===== config.mk =====
export PLATFORM = sky130hd
export DESIGN_NAME = fpadd_scheduler_flat
export DESIGN_NICKNAME = d
export VERILOG_FILES = /design/src/rtl/fpadd_sched_pkg.sv /design/src/rtl/fpadd_scheduler_if.sv /design/src/rtl/fpadd_scheduler_rr_arbiter2.sv /design/src/rtl/fpadd_scheduler.sv /design/src/flat_wrapper.sv
export SDC_FILE = /design/constraint.sdc
export NUM_CORES = 1
export LEC_CHECK = 0
export BUFFER_PORTS_ARGS = -buffer_cell sky130_fd_sc_hd__buf_4
export CAP_MARGIN = 5
export CORE_AREA = 3 3 159 123
export CTS_CLUSTER_DIAMETER = 120
export DETAILED_ROUTE_END_ITERATION = 8
export DIE_AREA = 0 0 162 126
export GPL_TIMING_DRIVEN = 0
export MAX_ROUTING_LAYER = met4
export PLACE_DENSITY = 0.64
export RECOVER_POWER = 25
export SYNTH_ARGS = -nofsm -noshare
export SYNTH_HDL_FRONTEND = slang
export SYNTH_SLANG_ARGS = --single-unit

===== constraint.sdc =====
create_clock -name clk -period 3.9 [get_ports clk]
set_input_delay 0.78 -clock clk [delete_from_list [all_inputs] [get_ports clk]]
set_output_delay 0.78 -clock clk [all_outputs]
set_load 0.02 [all_outputs]

===== src/rtl/fpadd_sched_pkg.sv =====
// Shared types and constants for the floating-point adder scheduler.
// The state encoding, the stage-counter width and the float word type
// live here so the top, the interface and the bench agree on them.
package fpadd_sched_pkg;

  // Stage counter width; bounds STAGE_CYCLES to 1..15.
  localparam int STAGE_CNT_W = 4;

  // One IEEE-754 single-precision word.
  typedef logic [31:0] float32_t;

  // Scheduler FSM states.
  typedef enum logic [2:0] {
    ST_IDLE  = 3'd0,
    ST_ALIGN = 3'd1,
    ST_ADD   = 3'd2,
    ST_NORM  = 3'd3,
    ST_DONE  = 3'd4
  } state_e;

  // Stage strobes for a given state, packed as {norm, add, align}.
  // At most one bit is ever set; IDLE and DONE give all zeros.
  function automatic logic [2:0] stage_strobes(input logic [2:0] st);
    logic [2:0] s;
    s = 3'b000;
    if (st == ST_ALIGN) s = 3'b001;
    if (st == ST_ADD)   s = 3'b010;
    if (st == ST_NORM)  s = 3'b100;
    return s;
  endfunction

endpackage


===== src/rtl/fpadd_scheduler_if.sv =====
// Bundle of the requester, datapath and response signals of the scheduler.
// The scheduler uses the slave view; its environment uses the master view.
interface fpadd_scheduler_if;
  import fpadd_sched_pkg::*;

  // Requester 0 and 1
  logic     req0_valid;
  logic     req0_ready;
  float32_t req0_a;
  float32_t req0_b;
  logic     req1_valid;
  logic     req1_ready;
  float32_t req1_a;
  float32_t req1_b;

  // Shared adder datapath
  float32_t dp_a;
  float32_t dp_b;
  logic     dp_align_en;
  logic     dp_add_en;
  logic     dp_norm_en;
  logic     dp_special;
  float32_t dp_result;

  // Response channel and statistics
  logic        rsp_valid;
  logic        rsp_ready;
  float32_t    rsp_result;
  logic        rsp_id;
  logic [15:0] op_count;

  modport slave (
    input  req0_valid, req0_a, req0_b,
    input  req1_valid, req1_a, req1_b,
    input  dp_special, dp_result, rsp_ready,
    output req0_ready, req1_ready,
    output dp_a, dp_b, dp_align_en, dp_add_en, dp_norm_en,
    output rsp_valid, rsp_result, rsp_id, op_count
  );

  modport master (
    output req0_valid, req0_a, req0_b,
    output req1_valid, req1_a, req1_b,
    output dp_special, dp_result, rsp_ready,
    input  req0_ready, req1_ready,
    input  dp_a, dp_b, dp_align_en, dp_add_en, dp_norm_en,
    input  rsp_valid, rsp_result, rsp_id, op_count
  );

endinterface


===== src/rtl/fpadd_scheduler_rr_arbiter2.sv =====
// Two-way round-robin arbiter. A lone request is granted directly; when
// both request, the requester that was not granted last time wins.
// Grant is one-hot (or zero when disabled or nobody requests).
module rr_arbiter2 (
  input  logic [1:0] req_i,
  input  logic       en_i,
  input  logic       last_grant_i,
  output logic [1:0] grant_o
);

  // Combinational grant selection
  always_comb begin
    grant_o = 2'b00;
    if (en_i) begin
      case (req_i)
        2'b01:   grant_o = 2'b01;
        2'b10:   grant_o = 2'b10;
        2'b11:   grant_o = last_grant_i ? 2'b01 : 2'b10;
        default: grant_o = 2'b00;
      endcase
    end
  end

endmodule


===== src/rtl/fpadd_scheduler.sv =====
// Scheduler that shares one three-stage FP adder datapath between two
// requesters. One operation at a time walks IDLE -> ALIGN -> ADD -> NORM ->
// DONE; each datapath stage strobe is held for STAGE_CYCLES cycles.
// Optional feature: define SPECIAL_FASTPATH_EN to let a special operand
// (flagged by dp_special in the first ALIGN cycle) skip the ADD stage.
module fpadd_scheduler
  import fpadd_sched_pkg::*;
#(
  parameter int STAGE_CYCLES = 1
) (
  input logic               clk,
  input logic               reset,
  fpadd_scheduler_if.slave  bus
);

  localparam logic [2:0] IDLE  = ST_IDLE;
  localparam logic [2:0] ALIGN = ST_ALIGN;
  localparam logic [2:0] ADD   = ST_ADD;
  localparam logic [2:0] NORM  = ST_NORM;
  localparam logic [2:0] DONE  = ST_DONE;

  localparam logic [STAGE_CNT_W-1:0] CNT_LAST = (STAGE_CNT_W)'(STAGE_CYCLES - 1);
  localparam logic [STAGE_CNT_W-1:0] CNT_ONE  = (STAGE_CNT_W)'(1);

  logic [2:0]             state_q, state_d;
  logic [STAGE_CNT_W-1:0] cnt_q, cnt_d;
  float32_t               a_q, b_q, result_q;
  logic                   id_q;
  logic                   last_grant_q;
  logic [15:0]            op_count_q;

  logic [1:0] grant;
  logic       accept;
  logic       stage_last;
  logic       fast_skip;
  logic       rsp_done;

  rr_arbiter2 u_arb (
    .req_i        ({bus.req1_valid, bus.req0_valid}),
    .en_i         (state_q == IDLE),
    .last_grant_i (last_grant_q),
    .grant_o      (grant)
  );

  // The arbiter only grants a valid requester, so a grant is an accept.
  assign accept     = |grant;
  assign stage_last = (cnt_q == CNT_LAST);
  assign rsp_done   = (state_q == DONE) && bus.rsp_ready;

`ifdef SPECIAL_FASTPATH_EN
  // Special operands only need normalisation; decided on the first ALIGN cycle.
  assign fast_skip = bus.dp_special && (cnt_q == '0);
`else
  // Without the fast path the special flag has no effect.
  assign fast_skip = 1'b0 & bus.dp_special;
`endif

  // Next-state and stage-counter logic; the counter restarts on every state entry
  always_comb begin
    state_d = state_q;
    cnt_d   = cnt_q;
    case (state_q)
      IDLE: begin
        cnt_d = '0;
        if (accept) state_d = ALIGN;
      end
      ALIGN: begin
        if (fast_skip) begin
          state_d = NORM;
          cnt_d   = '0;
        end else if (stage_last) begin
          state_d = ADD;
          cnt_d   = '0;
        end else begin
          cnt_d = cnt_q + CNT_ONE;
        end
      end
      ADD: begin
        if (stage_last) begin
          state_d = NORM;
          cnt_d   = '0;
        end else begin
          cnt_d = cnt_q + CNT_ONE;
        end
      end
      NORM: begin
        if (stage_last) begin
          state_d = DONE;
          cnt_d   = '0;
        end else begin
          cnt_d = cnt_q + CNT_ONE;
        end
      end
      DONE: begin
        cnt_d = '0;
        if (bus.rsp_ready) state_d = IDLE;
      end
      default: begin
        state_d = IDLE;
        cnt_d   = '0;
      end
    endcase
  end

  // FSM state and stage counter registers
  always_ff @(posedge clk or posedge reset) begin
    if (reset) begin
      state_q <= IDLE;
      cnt_q   <= '0;
    end else begin
      state_q <= state_d;
      cnt_q   <= cnt_d;
    end
  end

  // Operand and requester-id capture on accept
  always_ff @(posedge clk or posedge reset) begin
    if (reset) begin
      a_q  <= '0;
      b_q  <= '0;
      id_q <= 1'b0;
    end else if (accept) begin
      a_q  <= grant[1] ? bus.req1_a : bus.req0_a;
      b_q  <= grant[1] ? bus.req1_b : bus.req0_b;
      id_q <= grant[1];
    end
  end

  // Datapath result captured on the last NORM cycle, held through DONE
  always_ff @(posedge clk or posedge reset) begin
    if (reset) begin
      result_q <= '0;
    end else if ((state_q == NORM) && stage_last) begin
      result_q <= bus.dp_result;
    end
  end

  // Completion bookkeeping when the response is taken
  always_ff @(posedge clk or posedge reset) begin
    if (reset) begin
      op_count_q   <= '0;
      last_grant_q <= 1'b1;
    end else if (rsp_done) begin
      op_count_q   <= op_count_q + 16'd1;
      last_grant_q <= id_q;
    end
  end

  assign bus.req0_ready = grant[0];
  assign bus.req1_ready = grant[1];
  assign bus.dp_a       = a_q;
  assign bus.dp_b       = b_q;
  assign {bus.dp_norm_en, bus.dp_add_en, bus.dp_align_en} = stage_strobes(state_q);
  assign bus.rsp_valid  = (state_q == DONE);
  assign bus.rsp_result = result_q;
  assign bus.rsp_id     = id_q;
  assign bus.op_count   = op_count_q;

endmodule


===== src/flat_wrapper.sv =====
// flat-port wrapper written by rule: the top's interface ports become plain ports
module fpadd_scheduler_flat import fpadd_sched_pkg::*;
#(
  parameter int STAGE_CYCLES = 1
)
  (clk, reset, bus_req0_valid, bus_req0_a, bus_req0_b, bus_req1_valid, bus_req1_a, bus_req1_b, bus_dp_special, bus_dp_result, bus_rsp_ready, bus_req0_ready, bus_req1_ready, bus_dp_a, bus_dp_b, bus_dp_align_en, bus_dp_add_en, bus_dp_norm_en, bus_rsp_valid, bus_rsp_result, bus_rsp_id, bus_op_count);
  fpadd_scheduler_if bus_i ();
  input logic clk;
  input logic reset;
  input wire logic [$bits(bus_i.req0_valid)-1:0] bus_req0_valid;
  input wire logic [$bits(bus_i.req0_a)-1:0] bus_req0_a;
  input wire logic [$bits(bus_i.req0_b)-1:0] bus_req0_b;
  input wire logic [$bits(bus_i.req1_valid)-1:0] bus_req1_valid;
  input wire logic [$bits(bus_i.req1_a)-1:0] bus_req1_a;
  input wire logic [$bits(bus_i.req1_b)-1:0] bus_req1_b;
  input wire logic [$bits(bus_i.dp_special)-1:0] bus_dp_special;
  input wire logic [$bits(bus_i.dp_result)-1:0] bus_dp_result;
  input wire logic [$bits(bus_i.rsp_ready)-1:0] bus_rsp_ready;
  output wire logic [$bits(bus_i.req0_ready)-1:0] bus_req0_ready;
  output wire logic [$bits(bus_i.req1_ready)-1:0] bus_req1_ready;
  output wire logic [$bits(bus_i.dp_a)-1:0] bus_dp_a;
  output wire logic [$bits(bus_i.dp_b)-1:0] bus_dp_b;
  output wire logic [$bits(bus_i.dp_align_en)-1:0] bus_dp_align_en;
  output wire logic [$bits(bus_i.dp_add_en)-1:0] bus_dp_add_en;
  output wire logic [$bits(bus_i.dp_norm_en)-1:0] bus_dp_norm_en;
  output wire logic [$bits(bus_i.rsp_valid)-1:0] bus_rsp_valid;
  output wire logic [$bits(bus_i.rsp_result)-1:0] bus_rsp_result;
  output wire logic [$bits(bus_i.rsp_id)-1:0] bus_rsp_id;
  output wire logic [$bits(bus_i.op_count)-1:0] bus_op_count;
  assign bus_i.req0_valid = bus_req0_valid;
  assign bus_i.req0_a = bus_req0_a;
  assign bus_i.req0_b = bus_req0_b;
  assign bus_i.req1_valid = bus_req1_valid;
  assign bus_i.req1_a = bus_req1_a;
  assign bus_i.req1_b = bus_req1_b;
  assign bus_i.dp_special = bus_dp_special;
  assign bus_i.dp_result = bus_dp_result;
  assign bus_i.rsp_ready = bus_rsp_ready;
  assign bus_req0_ready = bus_i.req0_ready;
  assign bus_req1_ready = bus_i.req1_ready;
  assign bus_dp_a = bus_i.dp_a;
  assign bus_dp_b = bus_i.dp_b;
  assign bus_dp_align_en = bus_i.dp_align_en;
  assign bus_dp_add_en = bus_i.dp_add_en;
  assign bus_dp_norm_en = bus_i.dp_norm_en;
  assign bus_rsp_valid = bus_i.rsp_valid;
  assign bus_rsp_result = bus_i.rsp_result;
  assign bus_rsp_id = bus_i.rsp_id;
  assign bus_op_count = bus_i.op_count;
  fpadd_scheduler #(.STAGE_CYCLES(STAGE_CYCLES)) u_core (.clk(clk), .reset(reset), .bus(bus_i));
endmodule

Word-level counts from Yosys, hierarchy flattened --
Index checks and enable logic that the tools add are counted.
Word-level totals: bits in registers 121, latch bits 0, RAM bits 0, memory bits (read-only) 0, input bits 166, output and inout port bits 119, word-level logic and storage cells 45, memories 0
Operators by class: $add $sub $neg 2, multipliers 0, divide/modulo/power cells 0, magnitude comparators 0, equality and inequality tests 12, shift-type cells 0, mux-type cells 16, bitwise gates (word level) 0, reductions and logical operators 7
Operators with widths (number):
- $mux 32 | 2
- $mux 3 | 6
- $add 16x1->16 const B | 1
- $pmux 3 s5 | 1
- $mux 4 | 2
- $ne 2x1->1 const B | 4
- $eq 3x2->1 const B | 2
- $mux 2 | 3
- $pmux 2 s3 | 1
- $reduce_and 5->1 | 1
- $add 4x1->4 const B | 1
- $eq 2x2->1 const B | 2
- $logic_not 4->1 | 1
- $eq 3x1->1 const B | 1
- $eq 3x3->1 const B | 1
- $logic_not 3->1 | 1
- $reduce_or 3->1 | 1
- $eq 2x1->1 const B | 1
- $logic_and 1x1->1 | 2
- $ne 2x2->1 const B | 1
- $reduce_or 2->1 | 1
- $mux 1 | 1

Longest topological paths before layout --
depth after elaboration 6, gate-level depth with buffers 8, gate-level depth less buffers 6

Hierarchy --
A second synthesis with hierarchy kept.
Second synthesis, totals: cell total of the unflattened synthesis 457, area total of the unflattened synthesis 5256.3 um^2
By module, submodules not included:
- fpadd_scheduler | times used 1, cells an instance 452, area each 5235.0 um^2, seq. area each 3029.2 um^2
- rr_arbiter2 | times used 1, cells an instance 5, area each 21.3 um^2, seq. area each 0.0 um^2

Worst setup path before layout --
No wires, ideal clock.
path kind input-to-output, from in bus_req0_valid, to out bus_req1_ready, arrival 1.225 ns, data required time 3.120 ns, slack 1.895 ns, stages on the path 4, buffers on the path 1, cell sequence nand2_1 nand3_1 inv_2 buf_2
Between the ends: cells in the longest elaborated chain, start to end 3, elaborated cells between the ends (all ways) 5, classes of those cells eq/ne: 3; mux: 2
Ends and longest elaborated chain:
- from (decl) | line flat_wrapper.sv:10 | input wire logic [$bits(bus_i.req0_valid)-1:0] bus_req0_valid;
- $eq 2x2->1 / $eq 2x1->1 (equally long branches) | line fpadd_scheduler_rr_arbiter2.sv:15 | case (req_i)
- $pmux 2 s3 * | line fpadd_scheduler_rr_arbiter2.sv:15
- $mux 2 * | line fpadd_scheduler_rr_arbiter2.sv:14 | if (en_i) begin
- to (decl) | line flat_wrapper.sv:20 | output wire logic [$bits(bus_i.req1_ready)-1:0] bus_req1_ready;
Mark *: on every way between the ends. The rest lies on a longest branch, timed or not.

Final worst setup path --
from reg u_core.state_q[0], to out bus_req1_ready
Between the ends: cells in the longest elaborated chain, start to end 2
Ends and longest elaborated chain:
- from (decl) | line fpadd_scheduler.sv:25 | logic [2:0] state_q, state_d;
- from (signal assigned) | line fpadd_scheduler.sv:111 | state_q <= state_d;
- $logic_not 3->1 | line fpadd_scheduler.sv:40 | .en_i (state_q == IDLE),
- $mux 2 | line fpadd_scheduler_rr_arbiter2.sv:14
Every way passes these cells.

==> impl_metrics.env <==
export IMPL_run_status="finished with violations"
export IMPL_violations="capacitance limit, slew limit"
export IMPL_synthesis_nets=700
export IMPL_cp_required_ps=3120
export IMPL_ys_top_cells_by_area="dfrtp_1 56%, a21oi_1 12%, mux2_4 8.1%, nand2_1 5.6%, nor2_1 4.9%"
export IMPL_start_util=0.297
export IMPL_clk_pin_slew_ps=60
export IMPL_slew_headroom=-0.373
export IMPL_cp_end_kind="output port"
export IMPL_root_buffer="clkbuf_16"
export IMPL_dp_hpwl_mm=13.1
export IMPL_final_hold_violation_count=0
export IMPL_finalSetupTns_ps=0
export IMPL_cp_slowest_cell="dfrtp_1"
export IMPL_htreeDepth=4
export IMPL_drv_cap=1
export IMPL_pin_count=285
export IMPL_clk_latency_ps=410
export IMPL_yosysSeqAreaShare=0.560
export IMPL_synth_cells=531
export IMPL_ant_nets=0
export IMPL_max_clock_freq_mhz=355
export IMPL_cts_made_buffers=17
export IMPL_synth_enable_flop_cells=0
export IMPL_via_per_inst=4.51
export IMPL_synth_main_ff_cell="dfrtp_1"
export IMPL_finalWirelength_mm=17.3
export IMPL_report_final_slew_viol_count=34
export IMPL_critPathMaxFanout=10
export IMPL_cts_tree="done"
export IMPL_p_sw_frac=0.388
export IMPL_yosysMostFrequentCell="a21oi_1"
export IMPL_area_growth_pct=56.7
export IMPL_grt_max_degree=40
export IMPL_synth_cell_types=32
export IMPL_intPower_uw=4330
export IMPL_setup_viol=0
export IMPL_cts_sinks=121
export IMPL_core_area_mm2=0.0182
export IMPL_cp_cell_sequence="clkbuf_1 -> nor3_2 -> nand3_1 -> inv_2 -> buf_2 -> buf_4"
export IMPL_drive_gt1_frac=0.448
export IMPL_crit_start="u_core.state_q[0]$_DFFE_PP0P_"
export IMPL_seqCellArea_mm2=0.00303
export IMPL_synth_largest_area_cell="dfrtp_1"
export IMPL_switchingPower_uw=2750
export IMPL_final_nets=1005
export IMPL_yosys_top_cells_count="128 x a21oi_1, 120 x dfrtp_1, 80 x nand2_1"
export IMPL_hold_buffers=0
export IMPL_synth_avg_cell_area_um2=10.2
export IMPL_synth_seq_cells=121
export IMPL_cts_resized=0
export IMPL_synth_yosys_warnings=0
export IMPL_p_clk_frac=0.223
export IMPL_grt_pass1_wl_mm=27.1
export IMPL_vias=4946
export IMPL_n_fill_cell=1734
export IMPL_die_w_um=162
export IMPL_port_buffers=283
export IMPL_p_comb_frac=0.476
export IMPL_pwr_share_seq=0.301
export IMPL_worst_pin_slew_ps=2060
export IMPL_grtUsageTotal=0.174
export IMPL_routedWlPerCell_um=15.8
export IMPL_clock_path_buffers=2
export IMPL_grt_pass1_vias=4986
export IMPL_fin_crit_ps=2820
export IMPL_arrival_ps=2040
export IMPL_overflow=0
export IMPL_skew_ps=9.98
export IMPL_post_cts_buffers=0
export IMPL_r2r_start="u_core.state_q[0]$_DFFE_PP0P_"
export IMPL_yosys_area_top_type_share=0.556
export IMPL_grt_setup_unrepaired="false"
export IMPL_peakVddDrop_v=0.000352
export IMPL_powerDensity_mw_per_mm2=836
export IMPL_synth_area_mm2=0.00541
export IMPL_cp_start_kind="flip-flop"
export IMPL_first_pass_iters=4
export IMPL_slowest_delay_ps=360
export IMPL_die_height_um=126
export IMPL_antenna_found_initial=0
export IMPL_multi_input_area_mm2=0.00210
export IMPL_drc=0
export IMPL_hp_class="in2async"
export IMPL_n_antenna_cell=0
export IMPL_holdWs_ps=454
export IMPL_async_flop_share=1.00
export IMPL_gp_congestion=0.791
export IMPL_rows=43
export IMPL_power_leakage_uw=0.00422
export IMPL_die_area_mm2=0.0204
export IMPL_finalCritPeriodShare=0.722
export IMPL_path_class="reg2out"
export IMPL_drtIter0Drc=207
-- state kept, by name, indices dropped and copies added, names as in the netlist --
signal,flops
u_core.bus.dp_a,32
u_core.bus.dp_b,32
u_core.bus.rsp_result,32
u_core.bus.op_count,16
u_core.cnt_q,4
u_core.state_q,3
u_core.bus.rsp_id,1
u_core.last_grant_q,1
-- logic make-up after synthesis --
logic type | after synthesis | synth area share
AOI/OAI and AO/OA | 130 | 0.121
xor gates and xnor gates | 18 | 0.0292
and+or+nand+nor | 184 | 0.144
DFF | 121 | 0.560
adders and majority gates | 3 | 0.00695
muxes | 32 | 0.0868
buffers and inverters | 43 | 0.0516
-- per-layer routing --
layer	track usage	wire, um	up-vias
li1	-	-	2400
met5	-	0	-
met3	0.0467	1190	15
met2	0.264	7790	186
met4	0.0517	223	0
met1	0.230	8080	2345
-- stage by stage --
step	cells	worst slack [ps]	total power [uW]	util	cell area (um2)
final	1096	1080	7080	0.466	8470
after global placement	1061	683	5510	0.431	7840
after global routing	1096	578	7510	0.466	8470
after CTS	1096	1080	7170	0.467	8490
after floorplan	531	1640	4130	-	5410
after detailed placement	1064	1360	5550	0.435	7900
-- worst max-delay path: cells and delay by family, from the launching register on --
family	cells	cell delay (ps)
and+or+nand+nor	2	460
DFF	1	360
buffers and inverters	4	800
-- final timing paths --
kind	to	slack, ps	cells after the start
worst max-delay path	bus_req1_ready	1080	6
max in group asynchronous	u_core.bus.op_count[6]$_DFFE_PP0P_	1120	3
worst min register to register	u_core.last_grant_q$_DFFE_PP1P_	470	2
worst max register to register	u_core.bus.dp_b[26]$_DFFE_PP0P_	1830	7
worst min-delay path	u_core.bus.rsp_result[20]$_DFFE_PP0P_	450	2
min in group clk	u_core.last_grant_q$_DFFE_PP1P_	470	2
-- cells in the final DEF (no fill, tap or decap), types with 3 or more instances in the layout --
cell	instances
a21oi_1	128
buf_1	4
buf_2	9
buf_4	287
buf_6	11
clkbuf_1	9
clkbuf_16	17
clkinv_4	3
clkinvlp_4	3
dfrtp_1	120
ha_1	3
inv_1	4
inv_6	6
mux2_2	3
mux2_4	29
nand2_1	80
nand3_1	8
nand4_1	5
nor2_1	71
nor3_1	5
nor3b_1	4
xnor2_1	15
xor2_1	3
-- power by group through the flow --
stage / clock [uW] / sequential [uW] / combinational [uW]
floorplan: 0 / 2780 / 1350
global placement: 0 / 2120 / 3390
detailed placement: 0 / 2140 / 3410
CTS: 1620 / 2130 / 3420
global route: 1670 / 2210 / 3630
finish: 1580 / 2130 / 3370
-- layout make-up --
class	instances	area share
plain buffers	36	0.0293
flip-flops and latches	121	0.358
inverters	7	0.00325
clock buffers	18	0.0507
clock inverters	14	0.0191
well taps	247	0.0365
multi-input cells	367	0.248
repair buffers	286	0.256
Note: power is estimated with default switching activity, not from simulation.
